==> src/rtl/adc_pkg.sv <==
// Shared definitions for the LTC2315 capture sequencer: sample width, FSM state
// and result status encodings.
package adc_pkg;

  localparam int ADC_BITS = 12;

  typedef enum logic [1:0] {
    IDLE    = 2'b00,
    WAKE    = 2'b01,
    COLLECT = 2'b10,
    DONE    = 2'b11
  } adc_cap_state_t;

  typedef enum logic [1:0] {
    ST_OK        = 2'b00,
    ST_ERR_LIMIT = 2'b01,
    ST_TIMEOUT   = 2'b10
  } adc_cap_status_t;

endpackage

==> src/rtl/adc_watchdog.sv <==
// Reloadable down-counter that flags TIMEOUT_CYCLES cycles of silence since the
// last clear; expire_o is only meaningful while en_i is high.
module adc_watchdog #(
  parameter int TIMEOUT_CYCLES = 128
) (
  input  logic clk,
  input  logic rst_n,
  input  logic clear_i,
  input  logic en_i,
  output logic expire_o
);

  localparam int CW = $clog2(TIMEOUT_CYCLES);
  // Loaded with N-1 so expiry is seen in the N-th cycle after the clear edge.
  localparam logic [CW-1:0] LOAD = CW'(TIMEOUT_CYCLES - 1);

  logic [CW-1:0] cnt_q, cnt_d;

  always_comb begin
    cnt_d = cnt_q;
    if (clear_i)
      cnt_d = LOAD;
    else if (en_i && (cnt_q != '0))
      cnt_d = cnt_q - CW'(1);
  end

  always_ff @(posedge clk or negedge rst_n) begin
    if (!rst_n)
      cnt_q <= LOAD;
    else
      cnt_q <= cnt_d;
  end

  assign expire_o = en_i && (cnt_q == '0);

endmodule

==> src/rtl/adc_capture_ctrl.sv <==
// Capture sequencer for the LTC2315 interface: wakes the ADC, averages NUM_SAMPLES
// good samples, reports status, then parks the ADC. ADC_CAPTURE_ROUND_EN selects a
// round-half-up mean instead of the truncating one.
//
// Result handshake: result_o/status_o are held while result_valid_o is high and
// are consumed on the first cycle with result_valid_o && result_ready_i.
module adc_capture_ctrl
  import adc_pkg::*;
#(
  parameter int NUM_SAMPLES    = 16,
  parameter int MAX_ERRORS     = 2,
  parameter int TIMEOUT_CYCLES = 128
) (
  input  logic                sck,
  input  logic                rst_n,
  input  logic                start_i,
  output logic                busy_o,
  output logic                adc_rst_o,
  input  logic [ADC_BITS-1:0] adc_data_i,
  input  logic                adc_valid_i,
  input  logic                adc_error_i,
  output logic [ADC_BITS-1:0] result_o,
  output logic                result_valid_o,
  input  logic                result_ready_i,
  output logic [1:0]          status_o,
  output adc_cap_state_t      state_o
);

  localparam int LOG2N = $clog2(NUM_SAMPLES);
`ifdef ADC_CAPTURE_ROUND_EN
  localparam int ACC_W = ADC_BITS + LOG2N + 1;
`else
  localparam int ACC_W = ADC_BITS + LOG2N;
`endif
  localparam int CNT_W = $clog2(NUM_SAMPLES + 1);
  localparam logic [CNT_W-1:0] GOOD_MAX = CNT_W'(NUM_SAMPLES);
  localparam logic [3:0]       ERR_MAX  = 4'(MAX_ERRORS);

  adc_cap_state_t  state_q, state_d;
  adc_cap_status_t status_q, status_d;
  logic [ACC_W-1:0]    acc_q, acc_d, acc_sum;
  logic [CNT_W-1:0]    good_q, good_d;
  logic [3:0]          err_q, err_d;
  logic [ADC_BITS-1:0] result_q, result_d, mean;
  logic in_run, wd_expire, good_hit, err_hit, tmo_hit;

  assign in_run = (state_q == WAKE) || (state_q == COLLECT);

  adc_watchdog #(.TIMEOUT_CYCLES(TIMEOUT_CYCLES)) u_watchdog (
    .clk      (sck),
    .rst_n    (rst_n),
    .clear_i  (!in_run || adc_valid_i),
    .en_i     (in_run),
    .expire_o (wd_expire)
  );

  assign acc_sum = acc_q + ACC_W'(adc_data_i);

`ifdef ADC_CAPTURE_ROUND_EN
  logic [ACC_W-1:0] rnd_shift;
  assign rnd_shift = (acc_sum + ACC_W'(NUM_SAMPLES / 2)) >> LOG2N;
  assign mean = (|rnd_shift[ACC_W-1:ADC_BITS]) ? '1 : rnd_shift[ADC_BITS-1:0];
`else
  assign mean = acc_sum[LOG2N +: ADC_BITS];
`endif

  // Datapath: a valid in the expiry cycle is processed and suppresses the timeout.
  always_comb begin
    acc_d    = acc_q;
    good_d   = good_q;
    err_d    = err_q;
    result_d = result_q;
    status_d = status_q;
    good_hit = 1'b0;
    err_hit  = 1'b0;
    tmo_hit  = 1'b0;
    if (state_q == IDLE) begin
      if (start_i) begin
        acc_d    = '0;
        good_d   = '0;
        err_d    = '0;
        result_d = '0;
        status_d = ST_OK;
      end
    end else if (in_run) begin
      if (adc_valid_i) begin
        if (adc_error_i) begin
          err_d   = err_q + 4'd1;
          err_hit = (err_d == ERR_MAX);
        end else begin
          acc_d    = acc_sum;
          good_d   = good_q + CNT_W'(1);
          good_hit = (good_d == GOOD_MAX);
        end
      end else begin
        tmo_hit = wd_expire;
      end
      if (good_hit) begin
        result_d = mean;
        status_d = ST_OK;
      end else if (err_hit) begin
        result_d = '0;
        status_d = ST_ERR_LIMIT;
      end else if (tmo_hit) begin
        result_d = '0;
        status_d = ST_TIMEOUT;
      end
    end
  end

  always_ff @(posedge sck or negedge rst_n) begin
    if (!rst_n) begin
      state_q  <= IDLE;
      acc_q    <= '0;
      good_q   <= '0;
      err_q    <= '0;
      result_q <= '0;
      status_q <= ST_OK;
    end else begin
      state_q  <= state_d;
      acc_q    <= acc_d;
      good_q   <= good_d;
      err_q    <= err_d;
      result_q <= result_d;
      status_q <= status_d;
    end
  end

  always_comb begin
    state_d = state_q;
    case (state_q)
      IDLE:    if (start_i) state_d = WAKE;
      WAKE: begin
        if (good_hit || err_hit || tmo_hit) state_d = DONE;
        else if (adc_valid_i)               state_d = COLLECT;
      end
      COLLECT: if (good_hit || err_hit || tmo_hit) state_d = DONE;
      DONE:    if (result_ready_i) state_d = IDLE;
      default: state_d = IDLE;
    endcase
  end

  always_comb begin
    busy_o         = (state_q != IDLE);
    adc_rst_o      = (state_q == IDLE) || (state_q == DONE);
    result_valid_o = (state_q == DONE);
  end

  assign result_o = result_q;
  assign status_o = status_q;
  assign state_o  = state_q;

endmodule
==> config.mk <==
export PLATFORM = sky130hd
export DESIGN_NAME = adc_capture_ctrl
export DESIGN_NICKNAME = d
export VERILOG_FILES = /design/src/rtl/adc_pkg.sv /design/src/rtl/adc_watchdog.sv /design/src/rtl/adc_capture_ctrl.sv
export SDC_FILE = /design/constraint.sdc
export NUM_CORES = 1
export LEC_CHECK = 0
export CAP_MARGIN = 20
export CORE_AREA = 2 2 81 83
export DETAILED_ROUTE_END_ITERATION = 10
export DIE_AREA = 0 0 83 85
export DONT_BUFFER_PORTS = 1
export PLACE_DENSITY = 0.66
export SLEW_MARGIN = 30
export SYNTH_ARGS = -nofsm -noshare
export SYNTH_HDL_FRONTEND = slang
export SYNTH_SLANG_ARGS = --single-unit
==> constraint.sdc <==
create_clock -name sck -period 5.8 [get_ports sck]
set_input_delay 1.16 -clock sck [delete_from_list [all_inputs] [get_ports sck]]
set_output_delay 1.16 -clock sck [all_outputs]
set_load 0.01 [all_outputs]
After elaboration in Yosys (flattened, before gate mapping)

Index checks and enable logic that the tools add are counted.

Register bits: 48
Output and inout bits: 19
Logic and storage cells: 94

$add $sub $neg: 4
Equal/unequal tests: 10
Muxes and demuxes: 52
Reduce and logical (&&, ||, !) cells: 21

Operators by type and width:

| operator                                                                | count |
|---|---|
| 16-bit 2-to-1 mux                                                       | 5 |
| 12-bit 2-to-1 mux                                                       | 6 |
| 5-bit 2-to-1 mux                                                        | 5 |
| 2-bit 2-to-1 mux                                                        | 11 |
| 4-bit 2-to-1 mux                                                        | 5 |
| 1-bit 2-to-1 mux                                                        | 17 |
| 16-bit by 12-bit adder with 16-bit output                               | 1 |
| 7-bit 2-to-1 mux                                                        | 2 |
| 4-bit AND reduction                                                     | 3 |
| 2-bit nonzero test                                                      | 5 |
| 2-bit case mux with 4 select lines                                      | 1 |
| 7-bit zero test                                                         | 1 |
| 7-bit nonzero test                                                      | 1 |
| 7-bit by 1-bit subtractor with 7-bit output, second input constant      | 1 |
| 2-bit by 1-bit inequality test with 1-bit output, second input constant | 3 |
| 5-bit by 1-bit adder with 5-bit output, second input constant           | 1 |
| 5-bit == test, second input constant                                    | 1 |
| 1-bit logical OR                                                        | 5 |
| 4-bit by 1-bit adder with 4-bit output, second input constant           | 1 |
| 2-bit == test, second input constant                                    | 2 |
| 4-bit by 2-bit == test with 1-bit output, second input constant         | 1 |
| 4-bit nonzero test                                                      | 1 |
| 3-bit by 2-bit inequality test with 1-bit output, second input constant | 1 |
| 3-bit AND reduction                                                     | 1 |
| other kinds (5)                                                         | 6 |

Depth between registers and ports, before layout

Gate-level depths: netlist of the first run.

Depth after elaboration: 12
Gate-level depth with buffers: 11
Gate-level depth less buffers: 8

By module

A second synthesis of the first run with hierarchy kept.

Cell total of the unflattened synthesis: 325
Area total of the unflattened synthesis: 3044.2 µm²

Modules (own cells, without submodules):

| module           | times used | cells an instance | area each (µm²) | sequential area each (µm²) |
|---|---|---|---|---|
| adc_capture_ctrl | 1          | 283               | 2622.5          | 1026.0 |
| adc_watchdog     | 1          | 42                | 421.7           | 183.9 |

Least setup slack after synthesis of the first run

OpenSTA, ideal clock, no wires.

Path kind: input-to-reg
Start: in adc_data_i[0]
End: reg result_q[10] (netlist: result_o[10])
Library setup time: 0.121 ns
Data arrival time: 2.872 ns
Data required time: 5.679 ns
Slack: 2.807 ns
Stages: 8
Buffers on the path: 0
Path through: ha_1 fa_1 a211oi_1 o21bai_1 o2111ai_1 a21oi_1 xor2_1 a22o_1

Longest elaborated chain between the ends: 4

RTL lines:

| what                                      | RTL line                | source |
|---|---|---|
| from (decl)                               | adc_capture_ctrl.sv:19  | `input logic [ADC_BITS-1:0] adc_data_i,` |
| 16-bit by 12-bit adder with 16-bit output | adc_capture_ctrl.sv:57  | `assign acc_sum = acc_q + ACC_W'(adc_data_i);` |
| 12-bit 2-to-1 mux                         | adc_capture_ctrl.sv:98  | `if (good_hit) begin` |
| 12-bit 2-to-1 mux                         | adc_capture_ctrl.sv:85  | `end else if (in_run) begin` |
| 12-bit 2-to-1 mux                         | adc_capture_ctrl.sv:77  | `if (state_q == IDLE) begin` |
| to (signal assigned)                      | adc_capture_ctrl.sv:124 | `result_q <= result_d;` |
| to (decl)                                 | adc_capture_ctrl.sv:44  | `logic [ADC_BITS-1:0] result_q, result_d, mean;` |

Every way passes these cells. The select of a mux whose other input is x is not followed.
A chain may end at the register's enable or synchronous reset.

Worst setup path after layout of the first run

Ends and elaborated chain as after synthesis.

==> results of run 1 <==
==> cell usage after synthesis, drive strengths merged, types with 2 or more instances <==
| master | number |
|---|---|
| ha | 22 |
| a211o | 3 |
| inv | 13 |
| a21oi | 18 |
| and4 | 3 |
| o2111ai | 2 |
| a21o | 5 |
| nor2 | 19 |
| a31oi | 5 |
| dfstp | 7 |
| mux2i | 4 |
| buf | 4 |
| a21boi | 3 |
| a22o | 15 |
| o31ai | 7 |
| o211ai | 4 |
| or3 | 3 |
| dfrtp | 41 |
| nand3 | 6 |
| xnor2 | 7 |
| a21bo | 2 |
| and3 | 4 |
| nand4 | 3 |
| nor2b | 5 |
| nor3 | 7 |
| o21ai | 26 |
| clkbuf | 6 |
| nand2 | 40 |
| xor2 | 8 |
==> through the flow <==
step	cell area [um2]	total power, mW	hold WS [ps]	util, %	worst slack, ps
after floorplan	2990	1.19	453	-	2810
after global placement	3050	1.32	470	49.1	2630
after detailed placement	3050	1.34	476	49.1	2570
after CTS	3140	1.56	504	50.7	2890
after global routing	3150	1.71	513	50.8	2720
final	3150	1.56	502	50.8	2900
==> metal layers <==
metal,vias up,routed length (um),track usage [%]
li1,1143,-,-
met1,1091,2940,24.6
met2,46,2890,31.5
met3,5,333,5.25
met4,0,78,5.81
met5,-,0,0
==> state kept, by name, summed over array words and instances (netlist names) <==
name / count
u_watchdog.cnt_q: 7
status_o: 2
state_o: 2
acc_q: 16
good_q: 5
err_q: 4
result_o: 12
==> logic make-up (layout without fill, tap and decap cells) <==
family	Yosys count	in the layout
compound gates	103	103
xor+xnor	15	15
simple gates	96	96
buf+inv	23	23
fa+ha+maj	23	23
mux	5	5
flops	48	48
==> layout make-up <==
class	instances	area share, %
Multi-Input combinational cell	242	53.5
Sequential cell	48	38.4
Tap cell	77	3.06
Clock buffer	7	2.74
Inverter	13	1.55
Timing Repair Buffer	2	0.476
Clock inverter	1	0.278
==> where the power goes <==
group	switching, mW	internal (mW)	leakage (nW)
clock	0.111	0.0978	0.0484
combinational	0.462	0.328	0.787
sequential	0.116	0.441	0.593
total	0.689	0.867	1.43
==> worst reg2reg max path: stages, from the launching register on <==
cell and delay (ps):
dfrtp_1 460, ha_1 290, nor4b_1 510, a22oi_1 260, nor3_2 680, o2111ai_1 240, o211ai_1 150
==> how the worst max path moves through the flow <==
stage	end	slack, ps
detailed placement	result_o[10]	2570
floorplan	result_o[10]	2810
CTS	result_o[10]	2890
global placement	result_o[10]	2630
finish	result_o[10]	2900
global route	result_o[10]	2720
==> flow_summary.yaml, run 1 <==
clock_network:
  post_cts_buffers: 0
  cts.sinks: 48
  clk_latency_ps: 300
  cts.clk_slew.worst_paths_ps: 90
  cts_tree: "built"
  h-tree-depth: 2
  clockRootBuffer: "clkbuf_8"
  cts_hold_buf: 0
  cts-buffers-inserted: 5
  clock_path_buffers: 2
  cts_resized: 0
place:
  dpl.hpwl_mm: 4.43
  dp.cells: 381
  place.port_buffers: 0
  place.gp.congestion: 0.783
floorplanning:
  die_area_um2: 7060
  row_count: 29
  die_h_um: 85
  initial_core_util_pct: 48.2
  die_w_um: 83
  io_pins: 37
  core_um2: 6200
synthesis:
  synth_compound_area_share_pct: 24.6
  yosysTopAreaCell: "dfrtp_1"
  yosysWarnings: 0
  synth_xor_area_share_pct: 4.39
  synth_top_area_share_pct: 34.3
  ys_ff_latch: 48
  synth_fp_nets: 354
  synth_cell_type_count: 58
  synth_top_family_by_area: "compound AO/OA/AOI/OAI gates"
  synth_edf_count: 0
  synth.mux.area_fraction_pct: 1.71
  ys.flop_type: "dfrtp_1"
  synth_seq_area_share_pct: 40.4
  synth_simple_gate_area_share_pct: 15.8
  syn_area_per_cell_um2: 9.56
  async_reset_ff_share_pct: 100
  synthesis.instances: 313
  netlist_area_um2: 2990
  netlist_top_cells_area: "dfrtp_1, ha_1, dfstp_2, nand2_1, a22o_1"
  synth_adder_area_share_pct: 9.87
finish:
  multi_input_area_um2: 1690
  diodes: 0
  layout.area.seq_um2: 1210
  mostFrequentLayoutCells: "dfrtp_1, nand2_1, o21ai_0"
  layout_commonest_cell: "dfrtp_1"
  nNetsFinal: 353
  syn_to_final_growth_pct: 5.31
  instances_no_fill: 390
  fillers: 583
  drive_gt1_share_pct: 9.27
hold_path:
  holdPathEnd: "acc_q[2]"
  hp-start: "acc_q[2]"
  hp-class: "reg -> reg"
  hold_depth: 2
sta:
  relSlewSlack_pct: 43.7
  fmax_ghz: 0.345
  rsz0062_at_grt: "no"
  hold_viol: 0
  fin_crit_ps: 2900
  period_share_pct: 50.0
  final-max-slew-violation-count: 0
  clock_skew_ps: 2.41
  worstMarginPinSlew_ps: 839
  setup_viol_count_final: 0
  fin_tns_setup_ps: 0
critical_path:
  reg2reg_from: "good_q[0]"
  cp_cell_sequence: "ha_1, fa_1, a211oi_1, o21bai_1, o2111ai_1, a21oi_1, xor2_1, a22o_1"
  critical_path_depth: 8
  slowest_stage: "fa_1"
  critPathBufInv: 0
  cp-startpoint: "adc_data_i[0]"
  worstPathArrival_ps: 3090
  critPathLaunchType: "primary input"
  critPathCaptureType: "register"
  reg2reg_to: "result_o[11]"
  r2r_cells: 6
  cp_top_family: "compound AO/OA/AOI/OAI gates"
  critPathMaxFanout: 3
  setup.worst_path.class: "in -> reg"
  cp_data_required_time_ps: 6000
  slowest_delay_ps: 430
  reg2reg_slack_ps: 3140
grt:
  grt_pass1_wl_mm: 10.9
  grt_max_degree: 49
  antenna_found_initial: 0
  overflow: 0
  grt_pass1_vias: 2299
  track_usage_pct: 19.1
status:
  status: "finished, final reports clean"
pwr:
  powerDensity_nw_per_um2: 494
  leakage_nw: 1.43
  ir_drop_mv: 0.244
route:
  drtPass1Iterations: 4
  dr_total_vias: 2285
  postRouteWirelength_mm: 6.25
  drtIter0Drc: 76
  drc_errors: 0
  wl_per_cell_um: 16.0
  viasPerCell: 5.86
  postRouteAntennaNets: 0
job:
  cap_violations: 0
Power figures use the tool's default switching activity.
==> run 2, diff against run 1 <==
==> constraint.sdc (replaced) <==
create_clock -name sck -period 3 [get_ports sck]
set_input_delay 0.6 -clock sck [delete_from_list [all_inputs] [get_ports sck]]
set_output_delay 0.6 -clock sck [all_outputs]
set_load 0.01 [all_outputs]
==> flow_summary.yaml, run 2 (same netlist as run 1, synthesis figures left out) <==
critical_path:
  critPathLaunchType: "register"
  cp_data_required_time_ps: 3250
  critPathCaptureType: "register"
  reg2reg_from: "state_o[0]"
  setup.worst_path.class: "reg -> reg"
  cp-startpoint: "state_o[0]"
  critPathMaxFanout: 15
  worstPathArrival_ps: 2660
clock_network:
  h-tree-depth: 2
  post_cts_buffers: 0
  cts_tree: "built"
  cts-buffers-inserted: 5
  cts_resized: 0
  clk_latency_ps: 310
  clockRootBuffer: "clkbuf_8"
  clock_path_buffers: 2
  cts.sinks: 48
  cts.clk_slew.worst_paths_ps: 100
  cts_hold_buf: 1
sta:
  final-max-slew-violation-count: 0
  setup_viol_count_final: 0
  relSlewSlack_pct: 68.1
  whs_ps: 121
  worstMarginPinSlew_ps: 472
  setup_ws_ps: 590
  period_share_pct: 80.3
  rsz0062_at_grt: "no"
  hold_viol: 0
  fin_crit_ps: 2410
  fin_tns_setup_ps: 0
  clock_skew_ps: 9.67
  fmax_ghz: 0.415
route:
  drc_errors: 0
  drtPass1Iterations: 4
  viasPerCell: 5.84
  postRouteWirelength_mm: 6.45
  dr_total_vias: 2314
  postRouteAntennaNets: 0
  drtIter0Drc: 101
  wl_per_cell_um: 16.3
hold_path:
  hp-class: "in -> async"
pwr:
  combPwrFrac_pct: 47.6
  clkPwrFrac_pct: 19.7
  p_sw_share_pct: 41.4
  seqPwrFrac_pct: 32.6
  leakage_nw: 1.49
  powerDensity_nw_per_um2: 1010
  p_switching_mw: 1.36
  cellInternalPower_mw: 1.93
  ir_drop_mv: 0.490
grt:
  track_usage_pct: 19.8
  antenna_found_initial: 0
  grt_pass1_vias: 2397
  overflow: 0
  grt_max_degree: 42
  grt_pass1_wl_mm: 11.4
finish:
  drive_gt1_share_pct: 11.0
  layout_commonest_cell: "dfrtp_1"
  largest_reg_flops: 16
  diodes: 0
  largest-register: "acc_q"
  instances_no_fill: 396
  syn_to_final_growth_pct: 9.32
  mostFrequentLayoutCells: "dfrtp_1, nand2_1, o21ai_0"
  nNetsFinal: 359
  fin_area_um2: 3270
place:
  pre_cts_slack_ps: 387
  place.gp.congestion: 0.824
  place.port_buffers: 0
  place_area_um2: 3090
  dp.cells: 387
  dpl.hpwl_mm: 4.65
floorplanning:
  io_pins: 37
  die_area_um2: 7060
  core_um2: 6200
  die_h_um: 85
  row_count: 29
  initial_core_util_pct: 48.2
  die_w_um: 83
job:
  cap_violations: 0
status:
  status: "finished, final reports clean"
-- run 2: worst max-delay path, cell delays in order (launching register included) --
cell and delay [ps]:
dfrtp_1 510, inv_1 110, ha_1 350, nor2b_1 140, buf_4 160, and4_1 290, o41ai_4 330, buf_4 270
a22o_1 180
-- run 2: power groups by stage --
stage / registers, mW / logic (mW) / clock network (mW)
floorplan: 1.03 / 1.27 / 0
global placement: 1.08 / 1.53 / 0
detailed placement: 1.09 / 1.56 / 0
CTS: 1.08 / 1.59 / 0.661
global route: 1.11 / 1.81 / 0.676
finish: 1.08 / 1.57 / 0.651
-- run 2: worst paths after layout --
kind | to | slack (ps) | cells past startpoint
max | result_o[5] | 590 | 8
min | u_watchdog.cnt_q[4] | 120 | 0
max reg2reg | result_o[5] | 590 | 8
min reg2reg | acc_q[0] | 500 | 2
max in group asynchronous | good_q[2] | 2670 | 1
min in group sck | acc_q[0] | 500 | 2
-- run 2: layer usage --
metal,vias up,GRT usage [%],wire (um)
met5,-,0,0
met4,0,7.45,106
met3,11,4.47,382
met2,45,33.3,3010
met1,1105,25.1,2950
li1,1153,-,-
-- run 2: cell type report --
class / count / area [um2]
Clock buffer: 5 / 68.8
Clock inverter: 3 / 90.1
Fill cell: 564 / 2930
Inverter: 13 / 48.8
Multi-Input combinational cell: 242 / 1690
Sequential cell: 48 / 1210
Tap cell: 77 / 96.3
Timing Repair Buffer: 8 / 72.6
-- run 2: stage by stage --
step / util (%) / power, mW
floorplan: - / 2.30
global placement: 49.8 / 2.61
detailed placement: 49.8 / 2.65
CTS: 52.7 / 3.32
global route: 52.7 / 3.59
finish: 52.7 / 3.30
==> run 3, diff against run 2 <==
==> constraint.sdc (replaced) <==
create_clock -name sck -period 2.5 [get_ports sck]
set_input_delay 0.5 -clock sck [delete_from_list [all_inputs] [get_ports sck]]
set_output_delay 0.5 -clock sck [all_outputs]
set_load 0.01 [all_outputs]
==> flow_summary.yaml, run 3 (same netlist as run 1, synthesis figures left out) <==
route:
  drtIter0Drc: 86
  postRouteWirelength_mm: 6.48
  wl_per_cell_um: 16.2
  drtPass1Iterations: 4
  postRouteAntennaNets: 0
  viasPerCell: 5.87
  dr_total_vias: 2352
  drc_errors: 0
finish:
  fillers: 570
  diodes: 0
  drive_gt1_share_pct: 12.0
  largest_reg_flops: 16
  nNetsFinal: 364
  largest-register: "acc_q"
  layout_commonest_cell: "dfrtp_1"
  syn_to_final_growth_pct: 9.32
  layout.area.seq_um2: 1210
  mostFrequentLayoutCells: "dfrtp_1, nand2_1, o21ai_0"
  multi_input_area_um2: 1690
pwr:
  clkPwrFrac_pct: 14.7
  p_sw_share_pct: 43.0
  ir_drop_mv: 0.619
  powerDensity_nw_per_um2: 1160
  cellInternalPower_mw: 2.17
  seqPwrFrac_pct: 33.2
  combPwrFrac_pct: 52.1
  p_switching_mw: 1.64
  leakage_nw: 1.50
grt:
  overflow: 0
  track_usage_pct: 19.3
  grt_pass1_wl_mm: 11.1
  antenna_found_initial: 0
  grt_max_degree: 42
  grt_pass1_vias: 2302
critical_path:
  setup.worst_path.class: "reg -> reg"
  r2r_cells: 7
  critPathCaptureType: "register"
  cp_data_required_time_ps: 2710
  critPathMaxFanout: 4
  critPathLaunchType: "register"
  worstPathArrival_ps: 2490
sta:
  fin_tns_setup_ps: 0
  setup_viol_count_final: 0
  relSlewSlack_pct: 62.4
  fin_crit_ps: 2280
  whs_ps: 25.2
  final-max-slew-violation-count: 0
  period_share_pct: 91.4
  worstMarginPinSlew_ps: 564
  clock_skew_ps: 8.42
  fmax_ghz: 0.438
  rsz0062_at_grt: "no"
  hold_viol: 0
floorplanning:
  die_area_um2: 7060
  io_pins: 37
  die_h_um: 85
  initial_core_util_pct: 48.2
  row_count: 29
  die_w_um: 83
  core_um2: 6200
clock_network:
  cts.clk_slew.worst_paths_ps: 90
  cts-buffers-inserted: 5
  clock_path_buffers: 2
  cts_tree: "built"
  clk_latency_ps: 300
  h-tree-depth: 2
  clockRootBuffer: "clkbuf_8"
  cts.sinks: 48
hold_path:
  hp-class: "in -> async"
place:
  place.port_buffers: 0
  dpl.hpwl_mm: 4.69
  place.gp.congestion: 0.848
job:
  cap_violations: 0
status:
  status: "finished, final reports clean"
-- run 3: cell types whose count changed in the layout (fill, tap and decap cells not counted), sizes merged --
| cell | previous run | this run |
|---|---|---|
| buf | 8 | 13 |
| bufinv | 3 | 1 |
| clkbuf | 5 | 6 |
| clkinv | 0 | 1 |
-- run 3: area by class of cell --
cell class,count,area share [%]
repair buffers,13,3.59
flip-flops and latches,48,37.0
clock buffers,6,2.22
inverters,13,1.49
clock inverters,2,1.07
well taps,77,2.94
multi-input cells,242,51.7
-- run 3: final timing paths --
check / endpoint / slack [ps] / start
setup reg to reg: acc_q[15] / 220 / acc_q[7]
setup / recovery: acc_q[15] / 220 / acc_q[7]
min in group sck: status_o[0] / 420 / adc_error_i
max in group asynchronous: acc_q[5] / 2270 / rst_n
hold reg to reg: acc_q[0] / 500 / acc_q[0]
hold / removal: good_q[3] / 30 / rst_n
-- run 3: worst max-delay path, cell delays in order (launching register included) --
cell	delay [ps]
dfrtp_1	390
ha_1	320
or2_2	340
a311o_1	350
a21oi_1	160
a21boi_0	170
o21a_1	260
o311ai_2	210
-- run 3: metrics by stage --
step	total power [mW]	cells	cell area [um2]	worst slack, ps	utilization, %
floorplan	2.76	313	2990	167	-
global placement	3.19	392	3130	82.6	50.5
detailed placement	3.24	392	3130	59.4	50.5
CTS	3.83	401	3270	161	52.6
global route	4.16	401	3270	51.5	52.7
finish	3.81	401	3270	216	52.7
-- run 3: layer usage --
metal | wire [um] | GRT usage [%] | share of wire [%] | vias up
met1 | 2960 | 24.4 | 46 | 1126
met5 | 0 | 0 | 0 | -
met4 | 113 | 6.26 | 1.7 | 0
li1 | - | - | - | 1165
met3 | 336 | 4.77 | 5.2 | 12
met2 | 3070 | 32.8 | 47 | 49
-- run 3: repair_timing --
action / 4_1_cts / 5_1_grt
setup endpoints to repair: 0 / 6
resized for setup: 0 / 1
setup buffers: 0 / 0
hold endpoints to repair: 41 / 0
hold buffers: 1 / 0
-- run 3: power groups by stage --
stage          Clock [mW]  Sequential, mW  Combinational, mW
2_1_floorplan           0            1.24               1.52
3_3_place_gp            0            1.27               1.92
3_5_place_dp            0            1.28               1.96
4_1_cts             0.574            1.26               1.99
5_1_grt             0.610            1.30               2.25
6_report            0.559            1.26               1.98
